`src/rtl/snake_engine.sv`:
```
// rtl/snake_engine.sv - parametrised snake body engine with sequential self-collision scan
// Optional edge wrap-around is compiled in when SNAKE_WRAP_EN is defined.
module snake_engine #(
  parameter int COORD_W  = 4,
  parameter int GRID_W   = 16,
  parameter int GRID_H   = 16,
  parameter int MAX_LEN  = 32,
  parameter int INIT_LEN = 3,
  parameter int LEN_W    = $clog2(MAX_LEN + 1)
) (
  input  logic               clk,
  input  logic               rst,
  input  logic               start,
  input  logic               tick,
  input  logic               dir_valid,
  input  logic [1:0]         dir_in,
  input  logic [COORD_W-1:0] food_x,
  input  logic [COORD_W-1:0] food_y,
  input  logic [LEN_W-1:0]   rd_idx,
  output logic [COORD_W-1:0] rd_x,
  output logic [COORD_W-1:0] rd_y,
  output logic               rd_valid,
  output logic [COORD_W-1:0] head_x,
  output logic [COORD_W-1:0] head_y,
  output logic [LEN_W-1:0]   snake_len,
  output logic [LEN_W-1:0]   score,
  output logic               busy,
  output logic               moved,
  output logic               eaten,
  output logic               tick_miss,
  output logic               game_over,
  output logic               win
);

  typedef enum logic [2:0] {S_IDLE, S_RUN, S_CALC, S_SCAN, S_COMMIT, S_OVER, S_WIN} state_t;

  localparam logic [1:0] DIR_UP = 2'b00, DIR_DOWN = 2'b01, DIR_LEFT = 2'b10, DIR_RIGHT = 2'b11;
  localparam int IDX_W = $clog2(MAX_LEN);
  localparam logic [COORD_W-1:0] C_ONE  = COORD_W'(1);
  localparam logic [COORD_W-1:0] X_LAST = COORD_W'(GRID_W - 1);
  localparam logic [COORD_W-1:0] Y_LAST = COORD_W'(GRID_H - 1);
  localparam logic [COORD_W-1:0] Y_MID  = COORD_W'(GRID_H / 2);
  localparam logic [LEN_W-1:0]   L_ONE  = LEN_W'(1);
  localparam logic [LEN_W-1:0]   L_TWO  = LEN_W'(2);
  localparam logic [LEN_W-1:0]   L_INIT = LEN_W'(INIT_LEN);
  localparam logic [LEN_W-1:0]   L_MAX  = LEN_W'(MAX_LEN);
`ifdef SNAKE_WRAP_EN
  localparam bit WRAP = 1'b1;
`else
  localparam bit WRAP = 1'b0;
`endif

  state_t             state;
  logic [COORD_W-1:0] seg_x [MAX_LEN];
  logic [COORD_W-1:0] seg_y [MAX_LEN];
  logic [1:0]         cur_dir, pending_dir;
  logic [COORD_W-1:0] nxt_x, nxt_y, step_x, step_y;
  logic               grow, edge_hit, dir_ok, rd_in_range;
  logic [LEN_W-1:0]   scan_j, scan_k;

  function automatic logic [COORD_W-1:0] init_x(input int i);
    return (i < INIT_LEN) ? COORD_W'(GRID_W / 2 - i) : '0;
  endfunction

  // A reversal request (dir ^ 1 flips up/down and left/right) is discarded.
  assign dir_ok      = dir_valid && (dir_in != (cur_dir ^ 2'b01));
  assign head_x      = seg_x[0];
  assign head_y      = seg_y[0];
  assign rd_in_range = rd_idx < L_MAX;
  assign rd_x        = rd_in_range ? seg_x[rd_idx[IDX_W-1:0]] : '0;
  assign rd_y        = rd_in_range ? seg_y[rd_idx[IDX_W-1:0]] : '0;
  assign rd_valid    = rd_idx < snake_len;
  assign busy        = (state == S_CALC) || (state == S_SCAN) || (state == S_COMMIT);
  assign game_over   = (state == S_OVER);
  assign win         = (state == S_WIN);

  // Next head cell; edge_hit flags a crossing, step_* already holds the wrapped cell.
  always_comb begin
    step_x   = seg_x[0];
    step_y   = seg_y[0];
    edge_hit = 1'b0;
    case (pending_dir)
      DIR_UP:    if (seg_y[0] == '0)    begin edge_hit = 1'b1; step_y = Y_LAST; end
                 else step_y = seg_y[0] - C_ONE;
      DIR_DOWN:  if (seg_y[0] == Y_LAST) begin edge_hit = 1'b1; step_y = '0; end
                 else step_y = seg_y[0] + C_ONE;
      DIR_LEFT:  if (seg_x[0] == '0)    begin edge_hit = 1'b1; step_x = X_LAST; end
                 else step_x = seg_x[0] - C_ONE;
      DIR_RIGHT: if (seg_x[0] == X_LAST) begin edge_hit = 1'b1; step_x = '0; end
                 else step_x = seg_x[0] + C_ONE;
    endcase
  end

  always_ff @(posedge clk or posedge rst) begin
    if (rst) begin
      state       <= S_IDLE;
      for (int i = 0; i < MAX_LEN; i++) begin
        seg_x[i] <= init_x(i);
        seg_y[i] <= Y_MID;
      end
      cur_dir     <= DIR_RIGHT;
      pending_dir <= DIR_RIGHT;
      snake_len   <= L_INIT;
      score       <= '0;
      moved       <= 1'b0;
      eaten       <= 1'b0;
      tick_miss   <= 1'b0;
      nxt_x       <= '0;
      nxt_y       <= '0;
      grow        <= 1'b0;
      scan_j      <= '0;
      scan_k      <= '0;
    end else begin
      moved     <= 1'b0;
      eaten     <= 1'b0;
      tick_miss <= tick && busy;
      if (dir_ok) pending_dir <= dir_in;
      case (state)
        S_IDLE, S_OVER, S_WIN: if (start) begin
          for (int i = 0; i < MAX_LEN; i++) begin
            seg_x[i] <= init_x(i);
            seg_y[i] <= Y_MID;
          end
          cur_dir     <= DIR_RIGHT;
          pending_dir <= DIR_RIGHT;
          snake_len   <= L_INIT;
          score       <= '0;
          state       <= S_RUN;
        end
        S_RUN: if (tick) state <= S_CALC;
        S_CALC: begin
          cur_dir <= pending_dir;
          nxt_x   <= step_x;
          nxt_y   <= step_y;
          grow    <= (step_x == food_x) && (step_y == food_y);
          // Without growth the tail cell is vacated, so it is left out of the scan.
          scan_k  <= ((step_x == food_x) && (step_y == food_y)) ? snake_len - L_ONE
                                                                 : snake_len - L_TWO;
          scan_j  <= '0;
          state   <= (edge_hit && !WRAP) ? S_OVER : S_SCAN;
        end
        S_SCAN: begin
          if ((nxt_x == seg_x[scan_j[IDX_W-1:0]]) && (nxt_y == seg_y[scan_j[IDX_W-1:0]]))
            state <= S_OVER;
          else if (scan_j == scan_k)
            state <= S_COMMIT;
          else
            scan_j <= scan_j + L_ONE;
        end
        S_COMMIT: begin
          for (int i = 1; i < MAX_LEN; i++) begin
            seg_x[i] <= seg_x[i-1];
            seg_y[i] <= seg_y[i-1];
          end
          seg_x[0] <= nxt_x;
          seg_y[0] <= nxt_y;
          moved    <= 1'b1;
          if (grow) begin
            snake_len <= snake_len + L_ONE;
            score     <= score + L_ONE;
            eaten     <= 1'b1;
          end
          state <= (grow && (snake_len + L_ONE == L_MAX)) ? S_WIN : S_RUN;
        end
        default: state <= S_IDLE;
      endcase
    end
  end

endmodule

```
`config.mk`:
```
export PLATFORM = sky130hd
export DESIGN_NAME = snake_engine
export DESIGN_NICKNAME = d
export VERILOG_FILES = /design/src/rtl/snake_engine.sv
export SDC_FILE = /design/constraint.sdc
export NUM_CORES = 1
export LEC_CHECK = 0
export CAP_MARGIN = 20
export CORE_UTILIZATION = 40
export CTS_BUF_LIST = sky130_fd_sc_hd__clkbuf_4 sky130_fd_sc_hd__clkbuf_8
export DETAILED_ROUTE_END_ITERATION = 16
export GPL_ROUTABILITY_DRIVEN = 0
export GPL_TIMING_DRIVEN = 0
export SETUP_SLACK_MARGIN = 0.3
export SLEW_MARGIN = 5
export SYNTH_ARGS = -nofsm -noshare
export SYNTH_HDL_FRONTEND = slang
export SYNTH_SLANG_ARGS = --single-unit
```
`constraint.sdc`:
```
create_clock -name clk -period 12.61 [get_ports clk]
set_clock_uncertainty 0.2 [all_clocks]
set_input_delay 2.522 -clock clk [delete_from_list [all_inputs] [get_ports clk]]
set_output_delay 2.522 -clock clk [all_outputs]
set_load 0.005 [all_outputs]
```
==> reports/results.md <==
| Parameter | This run |
|---|---|
| Number of max-cap violations | 0 |
| Y dimension of the die | 209 um |
| Max-slew violation count | 0 |
| Cell area after synthesis | 17200 um^2 |
| Length in cells of the worst reg-to-reg path | 11 |
| Average wire per cell in the routed design | 23.0 um |
| Via count | 14659 |
| Count of hold-fix buffers inserted at cts | 0 |
| Global routing usage summed across all routing layers | 26.4% |
| Critical path class | in2out |
| Clk Latency, worst-skew pair | 0.64 ns |
| Cells after Synth | 1779 |
| CP Max Fanout | 10 |
| Async S/R FF share, synth | 100% |
| Diodes inserted | 0 |
| Setup Viol. Count Final | 0 |
| Worst Hold Launch | grow |
| Antenna violations before repair | 0 |
| Starting density of the core | 40.8% |
| Share of the clock period used by the worst path after layout | 72.6% |
| Worst Setup SP | rd_idx[1] |
| Fraction of layout cells with a size suffix above 1 | 16.2% |
| TritonCTS Sinks | 299 |
| Number of H-tree branching levels | 2 |
| Total half-perimeter wirelength after legalization and detailed placement | 39600 um |
| Pin count of the biggest net entering global routing | 113 |
| Vias in the first global route | 14273 |
| Largest vdd supply drop | 0.0829 mV |
| Number of distinct library cells after synthesis | 61 |
| Final cell utilization of the core | 46.7% |
| Origin of the critical flop-to-flop path | scan_j[3] |
| Element type at the critical path end | output port |
| R2R Setup Slk | 8.59 ns |
| Top flip-flop cell by instance count after synthesis | sky130_fd_sc_hd__dfrtp_1 |
| Total placed instance area | 18600 um^2 |
| Total number of nets in the final design | 1937 |
| Startpoint Class | primary input |
| Hold path depth | 2 |
| Total nets after synthesis | 1817 |
| Register area share after synthesis | 43.9% |
| Bufs on Longest Clock Path | 3 |
| Die outline area | 43800 um^2 |
| Slew at the pin with the worst max-slew slack | 1.24 ns |
| Run status | complete, no violations |
| Hold Violations, Final | 0 |
| Length of the first detailed-routing pass in iterations | 8 |
| Fillcell total | 3939 |
| Reg2Reg Capture Point | scan_j[3] |
| Crit path arrival time | 6.44 ns |
| Worst Hold Class | reg2reg |
| CP required | 9.89 ns |
| Average via count per standard cell | 5.93 |
| Termination of the worst setup path | rd_y[0] |
| Total power draw | 3.55 mW |
| P per Cell Area | 180 nW/um^2 |
| Period minus WS final | 9.16 ns |
| First-pass GRT wire length | 87600 um |
| Post-synthesis to final-layout area growth | 14.6% |
| Setup repair after global routing missed its margin | no |
| Area of the core | 42100 um^2 |
| Die width | 209 um |
| Detailed-route DRC error count | 0 |
| Finished layout cell area | 19700 um^2 |
| IO Port Bufs | 54 |
| Top Ports | 56 |
| Total gr overflow | 0 |
| CTS Root Cell | sky130_fd_sc_hd__clkbuf_8 |
| Cell Rows | 75 |
| Clk pin slew, worst setup/hold paths | 0.06 ns |
| Number of enable-type register cells in the synthesized netlist | 0 |
| TritonCTS clock tree | yes |
| Max Clock Freq | 0.109 GHz |
| Initial detailed-routing violation count | 1699 |
| Setup repair bufs after CTS | 0 |
| Worst rel slew slack | 17.2% |
| Final antenna-violating net count | 0 |
| Number of buffers created by CTS | 53 |
| Synthesis warning total | 0 |
| Post-detailed-routing wire length | 56900 um |
| Avg Cell Area, Syn | 9.66 um^2 |
| Synth Register Bits | 299 |
| Post-cts sizing count | 0 |
| Leakage | 7.73 nW |
## worst min-delay path by stage
stage,slack (ns),end
finish,0.31,grow
global route,0.34,scan_k[0]
CTS,0.31,scan_k[5]
detailed placement,0.30,scan_k[5]
global placement,0.29,scan_k[5]
floorplan,0.27,scan_k[0]
## placed cells by master, fill, tap and decap left out, drive strengths merged, types with 6 or more instances in the layout
cell	count
a31oi	6
clkdlybuf4s50	54
xnor2	21
nor3	14
o221ai	6
dfstp	44
clkbuf	196
nor2b	9
ha	17
inv	21
mux2i	68
dfrtp	255
a21oi	52
xor2	16
buf	53
o31ai	6
nand4	11
o21ai	259
mux2	10
nand2	483
a22oi	17
nand3	16
mux4	118
nor2	107
## cells by family (layout without fill, tap and decap cells)
family,Yosys count,after routing,synth area share [%]
simple gates,665,665,15.5
xor+xnor,37,37,1.89
compound gates,390,390,12.8
fa+ha+maj,17,17,1.24
buf+inv,175,331,4.56
flops,299,299,43.9
mux,196,196,20.1
## critical path, cell delays in order
cell	delay [ns]
sky130_fd_sc_hd__clkdlybuf4s50_1	0.52
sky130_fd_sc_hd__clkbuf_1	0.70
sky130_fd_sc_hd__clkbuf_1	0.94
sky130_fd_sc_hd__mux4_2	0.46
sky130_fd_sc_hd__mux4_2	0.48
sky130_fd_sc_hd__mux2i_1	0.14
sky130_fd_sc_hd__nor2_1	0.12
sky130_fd_sc_hd__clkdlybuf4s50_1	0.52
## layout make-up
cell class	count	area, um^2	area share, %
multi-input combinational	1305	8870	45.0
sequential	299	7540	38.3
clock buffer	85	1040	5.27
timing repair buffer	65	727	3.69
buffer	153	701	3.56
tap	539	674	3.42
inverter	22	90.1	0.457
clock inverter	6	57.6	0.292
## synth_stat cells (2+ instances only)
| cell type | number | share of area (%) |
|---|---|---|
| sky130_fd_sc_hd__mux4_2 | 118 | 15 |
| sky130_fd_sc_hd__dfrtp_1 | 255 | 37 |
| sky130_fd_sc_hd__buf_1 | 12 | 0.26 |
| sky130_fd_sc_hd__mux2i_1 | 68 | 4.0 |
| sky130_fd_sc_hd__buf_6 | 9 | 0.59 |
| sky130_fd_sc_hd__nand2_1 | 483 | 11 |
| sky130_fd_sc_hd__o31ai_1 | 6 | 0.26 |
| sky130_fd_sc_hd__nand2b_1 | 3 | 0.11 |
| sky130_fd_sc_hd__inv_1 | 21 | 0.46 |
| sky130_fd_sc_hd__o21ai_0 | 256 | 7.5 |
| sky130_fd_sc_hd__o32ai_1 | 2 | 0.10 |
| sky130_fd_sc_hd__o211ai_1 | 5 | 0.22 |
| sky130_fd_sc_hd__a22oi_1 | 17 | 0.74 |
| sky130_fd_sc_hd__and2_1 | 5 | 0.18 |
| sky130_fd_sc_hd__clkbuf_1 | 111 | 2.4 |
| sky130_fd_sc_hd__mux2_2 | 10 | 0.66 |
| sky130_fd_sc_hd__a21oi_1 | 52 | 1.5 |
| sky130_fd_sc_hd__a21boi_1 | 2 | 0.087 |
| sky130_fd_sc_hd__nor2b_1 | 9 | 0.33 |
| sky130_fd_sc_hd__a211o_1 | 2 | 0.10 |
| sky130_fd_sc_hd__a311oi_1 | 2 | 0.10 |
| sky130_fd_sc_hd__or2_2 | 2 | 0.073 |
| sky130_fd_sc_hd__buf_2 | 8 | 0.23 |
| sky130_fd_sc_hd__a221oi_1 | 4 | 0.20 |
| sky130_fd_sc_hd__nand3_1 | 15 | 0.44 |
| sky130_fd_sc_hd__or3_1 | 5 | 0.18 |
| sky130_fd_sc_hd__dfstp_2 | 44 | 6.7 |
| sky130_fd_sc_hd__a211oi_1 | 5 | 0.22 |
| sky130_fd_sc_hd__xnor2_1 | 21 | 1.1 |
| sky130_fd_sc_hd__nand4_1 | 11 | 0.40 |
| sky130_fd_sc_hd__or4_1 | 2 | 0.087 |
| sky130_fd_sc_hd__xor2_1 | 16 | 0.82 |
| sky130_fd_sc_hd__o22ai_1 | 5 | 0.18 |
| sky130_fd_sc_hd__o221ai_1 | 5 | 0.25 |
| sky130_fd_sc_hd__o21ai_1 | 3 | 0.087 |
| sky130_fd_sc_hd__a31oi_1 | 6 | 0.22 |
| sky130_fd_sc_hd__a22o_1 | 4 | 0.20 |
| sky130_fd_sc_hd__buf_4 | 13 | 0.57 |
| sky130_fd_sc_hd__a2111oi_0 | 2 | 0.10 |
| sky130_fd_sc_hd__nor3_1 | 14 | 0.41 |
| sky130_fd_sc_hd__ha_1 | 17 | 1.2 |
| sky130_fd_sc_hd__nor2_1 | 107 | 2.3 |
| sky130_fd_sc_hd__o21a_1 | 2 | 0.087 |
| sky130_fd_sc_hd__a21o_1 | 3 | 0.13 |
## where the power goes
group          total, mW  internal, mW  switching, mW
combinational       1.39         0.488          0.907
clock              0.963         0.536          0.427
sequential          1.19          1.07          0.121
## stage by stage
step / hold slack [ns] / setup slack [ns] / setup TNS (ns) / std cells
after floorplan: 0.269 / 1.70 / 0 / 1779
after global placement: 0.289 / -2.27 / -569.93 / 2372
after detailed placement: 0.296 / 3.58 / 0 / 2380
after CTS: 0.311 / 3.56 / 0 / 2471
after global routing: 0.336 / 3.41 / 0 / 2474
final: 0.312 / 3.45 / 0 / 2474
## registers in the layout, summed over array words and instances (netlist names)
signal and count:
seg_x 124, seg_y 124, scan_j 6, scan_k 6
score 6, snake_len 6, head_x 4, head_y 4
nxt_x 4, nxt_y 4, state 3, cur_dir 2
pending_dir 2, eaten 1, grow 1, moved 1
tick_miss 1
## per-layer routing
metal | track usage [%] | up-vias | wire length, um
li1 | - | 6499 | -
met1 | 35.7 | 7340 | 23500
met2 | 40.7 | 684 | 26200
met3 | 6.00 | 136 | 5040
met4 | 11.5 | 0 | 2130
met5 | 0 | - | 0
Power figures use the tool's default switching activity.
==> RTL change 1, RTL diff (same settings) <==
The option `SNAKE_WRAP_EN` is turned on by a define.
--- a/src/rtl/snake_engine.sv
+++ b/src/rtl/snake_engine.sv
@@ -2,2 +2,4 @@
 // Optional edge wrap-around is compiled in when SNAKE_WRAP_EN is defined.
+`define SNAKE_WRAP_EN
+
 module snake_engine #(
Check against the original RTL: no difference found for any inputs over 4 cycles, from zero or initial values and one cycle with rst high; that may be too few to reach the edited logic, so the function may still have changed.
==> RTL change 1 against the unedited design <==
Count of clock-buffer cells in the layout increased by 1; wire length increased by 0.25%; sequential cell count unchanged; via count decreased by 0.19%; final area decreased by 0.51%; register-to-register slack got worse by 220 ps; power increased by 31%; global-route usage increased by 0.19 points; first-iteration DRC count increased by 8.6%; worst setup slack got worse by 17 ps; hold slack got worse by 2.9 ps; combinational power increased by 35%; area after synthesis decreased by 0.53%.
==> RTL change 1: results (changes against the unedited design) <==
stage,metric,value,unit,change
run_status,status,completed,,unchanged
layout,Non-clk bufs,220,,was 218
layout,NonClk Buf Share,7.293,%,was 7.250%
layout,Logic inverters,20,,was 22
power,P_comb,1880,uW,was 1390 uW
synth,Post-synth top cells,"487 x nand2_1, 255 x dfrtp_1, 228 x nand3_1",,"was 483 x nand2_1, 256 x o21ai_0, 255 x dfrtp_1"
synth,top post-synthesis cells by area,"dfrtp_1 37%, mux4_2 15%, nand2_1 11%",,unchanged
global_routing,pin count of the biggest net entering global routing,116,,was 113
global_routing,vias in the first global route,14123,,was 14273
power,sequential power share,38.5,%,was 33.5%
clock_network,clk_lat worst skew,660,ps,was 640 ps
synth,Synth Area in Adders,1.244,%,was 1.238%
drt,drt total wl,57010,um,was 56870 um
power,Leakage,0.008896,uW,was 0.007733 uW
drt,vias per cell,5.914,,was 5.925
setup_path,Critical Path End,rd_x[0],,was rd_y[0]
layout,multi-input gates,1303,,was 1305
synth,sequential area share after synthesis,44.09,%,was 43.85%
global_routing,initial antenna violation count,1,,was 0
clock_network,total CTS buffers,55,,was 53
setup_path,"reg-to-reg slack, setup",8370,ps,was 8590 ps
power,Peak VDD IR,0.1104,mV,was 0.08292 mV
synth,Yosys cell types,62,,was 61
setup_path,FF-to-FF End,scan_j[4],,was scan_j[3]
layout,ClkCell Share,5.658,%,was 5.566%
global_routing,gr usage total,26.56,%,was 26.36%
sta,worst-margin pin slew,1207,ps,was 1242 ps
power,Pwr Total,4629,uW,was 3546 uW
layout,CLK BUF,86,,was 85
power,Psw,1923,uW,was 1455 uW
synth,post-synthesis mux area share,19.73,%,was 20.08%
global_routing,first-pass GRT wire length,87510,um,was 87640 um
drt,Starting DRT DRC Count,1845,,was 1699
placed_design,dpl hpwl,39770,um,was 39610 um
setup_path,reg2reg path depth,12,,was 11
drt,first-pass iteration count of the detailed router,5,,was 8
-- RTL change 1: per-layer routing --
| layer | track usage [%] | share of wire, % |
|---|---|---|
| met1 | 37.00 | 41 |
| met2 | 39.97 | 44 |
| met4 | 10.70 | 4.0 |
| met5 | 0 | 0 |
| met3 | 6.222 | 10 |
-- RTL change 1: per-stage QoR --
stage,TNS [ps],area (um^2),cells,worst slack [ps],hold WS [ps]
final,0,19590,2474,3434,309.3
after global routing,0,19590,2474,3406,328.7
after CTS,0,19580,2473,3570,307.8
after detailed placement,0,18470,2380,3583,295.7
after global placement,-566570,18310,2372,-2253,289.8
after floorplan,0,17100,1779,1700,269.0
-- RTL change 1: worst min-delay path by stage --
stage	start	to	slack, ps
6_report	seg_x[83]	seg_x[79]	310
4_1_cts	seg_x[118]	seg_x[114]	310
3_3_place_gp	seg_x[83]	seg_x[79]	290
2_1_floorplan	seg_y[54]	seg_y[50]	270
5_1_grt	seg_x[118]	seg_x[114]	330
3_5_place_dp	scan_k[0]	scan_k[0]	300
==> RTL change 2, RTL diff (same flow settings) <==
Made on the original files. Register the input `food_x` before use, cleared by the reset. The logic sees it one clock later. The other inputs are not delayed to match.
--- a/src/rtl/snake_engine.sv
+++ b/src/rtl/snake_engine.sv
@@ -46,2 +46,12 @@
   localparam logic [LEN_W-1:0]   L_MAX  = LEN_W'(MAX_LEN);
+
+  logic [COORD_W-1:0] food_x_q;
+
+  always_ff @(posedge clk or posedge rst) begin
+    if (rst) begin
+      food_x_q <= '0;
+    end else begin
+      food_x_q <= food_x;
+    end
+  end
 `ifdef SNAKE_WRAP_EN
@@ -134,5 +144,5 @@
           nxt_y   <= step_y;
-          grow    <= (step_x == food_x) && (step_y == food_y);
+          grow    <= (step_x == food_x_q) && (step_y == food_y);
           // Without growth the tail cell is vacated, so it is left out of the scan.
-          scan_k  <= ((step_x == food_x) && (step_y == food_y)) ? snake_len - L_ONE
+          scan_k  <= ((step_x == food_x_q) && (step_y == food_y)) ? snake_len - L_ONE
                                                                  : snake_len - L_TWO;
Formal check against the unedited RTL: same outputs for any inputs over 4 cycles, from zero or initial values and one cycle with rst high; that may be too few to reach the edited logic, so the function may still have changed.
==> RTL change 2 against the unedited design <==
Worst setup slack better by 93 ps; combinational power up 21%; area after synthesis up 0.58%; register-to-register slack better by 40 ps; wire length up 0.33%; power up 19%; final area up 0.67%; sequential cell count up 4; global-route usage down 0.15 points; largest cell class unchanged; largest power group unchanged; highest routed layer unchanged.
==> RTL change 2: results (changes against the unedited design) <==
stage,metric,value,unit,change
worst_hold_path,hold_sp,seg_y[71],,was grow
layout,layout cell share with drive strength beyond 1,16.86,%,was 16.18%
setup_path,Max stage delay on crit path,960,ps,was 940 ps
drt,Starting DRT DRC Count,1855,,was 1699
synth,sequential area share after synthesis,44.18,%,was 43.85%
synth,Post-synth top cells,"469 x nand2_1, 259 x dfrtp_1, 242 x o21ai_0",,"was 483 x nand2_1, 256 x o21ai_0, 255 x dfrtp_1"
drt,first-pass iteration count of the detailed router,7,,was 8
setup_path,Worst R2R Start,scan_j[1],,was scan_j[3]
global_routing,gr usage total,26.22,%,was 26.36%
run_status,status,completed,,unchanged
global_routing,vias in the first global route,14129,,was 14273
power,Peak VDD IR,0.08499,mV,was 0.08292 mV
setup_path,Crit Path Max Fanout,10,,unchanged
placed_design,dpl hpwl,40130,um,was 39610 um
sta,Slew headroom,19.31,%,was 17.23%
synth,top post-synthesis cells by area,"dfrtp_1 37%, mux4_2 16%, nand2_1 10%",,"was dfrtp_1 37%, mux4_2 15%, nand2_1 11%"
drt,drt total wl,57060,um,was 56870 um
clock_network,CTS H-tree depth,2,,unchanged
setup_path,reg2reg path depth,12,,was 11
synth,Yosys cell types,70,,was 61
power,Leakage,0.007865,uW,was 0.007733 uW
layout,Filler cells,3979,,was 3939
global_routing,pin count of the biggest net entering global routing,117,,was 113
clock_network,total CTS buffers,52,,was 53
drt,vias per cell,5.870,,was 5.925
setup_path,WP data arrival,6340,ps,was 6440 ps
layout,Nets,1925,,was 1937
clock_network,setup bufs post-CTS,0,,unchanged
layout,ant diodes,0,,unchanged
synth,post-synth net total,1807,,was 1817
synth,Main synth FF type,dfrtp_1,,unchanged
[RTL change 2: layout make-up]
class / instances / share of cell area [%]
buffer: 153 / 3.780
clock buffer: 83 / 5.226
clock inverter: 12 / 0.3282
inverter: 23 / 0.4733
multi-input combinational: 1290 / 44.46
sequential: 303 / 38.52
tap: 577 / 3.642
timing repair buffer: 64 / 3.572
[RTL change 2: through the flow]
stage	area [um^2]	setup slack [ps]	instances	utilization [%]
global placement	18550	-2532	2400	43.83
global route	19830	3491	2505	46.84
finish	19830	3544	2505	46.84
detailed placement	18710	3597	2409	44.21
floorplan	17290	1587	1769	-
CTS	19810	3588	2504	46.81
[RTL change 2: routing by layer]
| layer | share of wire [%] | track usage [%] | vias up | wire length [um] |
|---|---|---|---|---|
| met5 | 0 | 0 | - | 0 |
| met4 | 3.6 | 9.816 | 0 | 2064 |
| met3 | 9.1 | 6.015 | 140 | 5215 |
| met2 | 46 | 40.74 | 715 | 26210 |
| met1 | 41 | 35.81 | 7366 | 23570 |
| li1 | - | - | 6483 | - |
[RTL change 2: report_power, final]
part	total [uW]	switching, uW	internal (uW)
logic	1680	978	698
registers	1580	328	1250
clock network	948	428	520
total	4210	1730	2470
[RTL change 2: logic make-up (layout without fill, tap and decap cells)]
group,count (synthesis),count (layout),synth area share [%]
simple gates,672,672,15.87
mux,184,184,19.62
xor+xnor,38,38,1.925
fa+ha+maj,17,17,1.230
compound gates,379,379,12.34
buf+inv,176,335,4.835
flops,303,303,44.18
[RTL change 2: path summary, 6_finish.rpt]
| path | end | slack, ps |
|---|---|---|
| worst max-delay path | rd_x[0] | 3540 |
| worst min-delay path | seg_y[67] | 320 |
| worst max register to register | scan_j[4] | 8630 |
| worst min register to register | seg_y[67] | 320 |
| max in group asynchronous | seg_y[83] | 8500 |
| min in group asynchronous | eaten | 2200 |
[RTL change 2: worst max-delay path, delay by kind of cell]
kind | cells | cell delay [ps]
buf+inv | 4 | 2630
mux | 3 | 1100
simple gates | 1 | 90
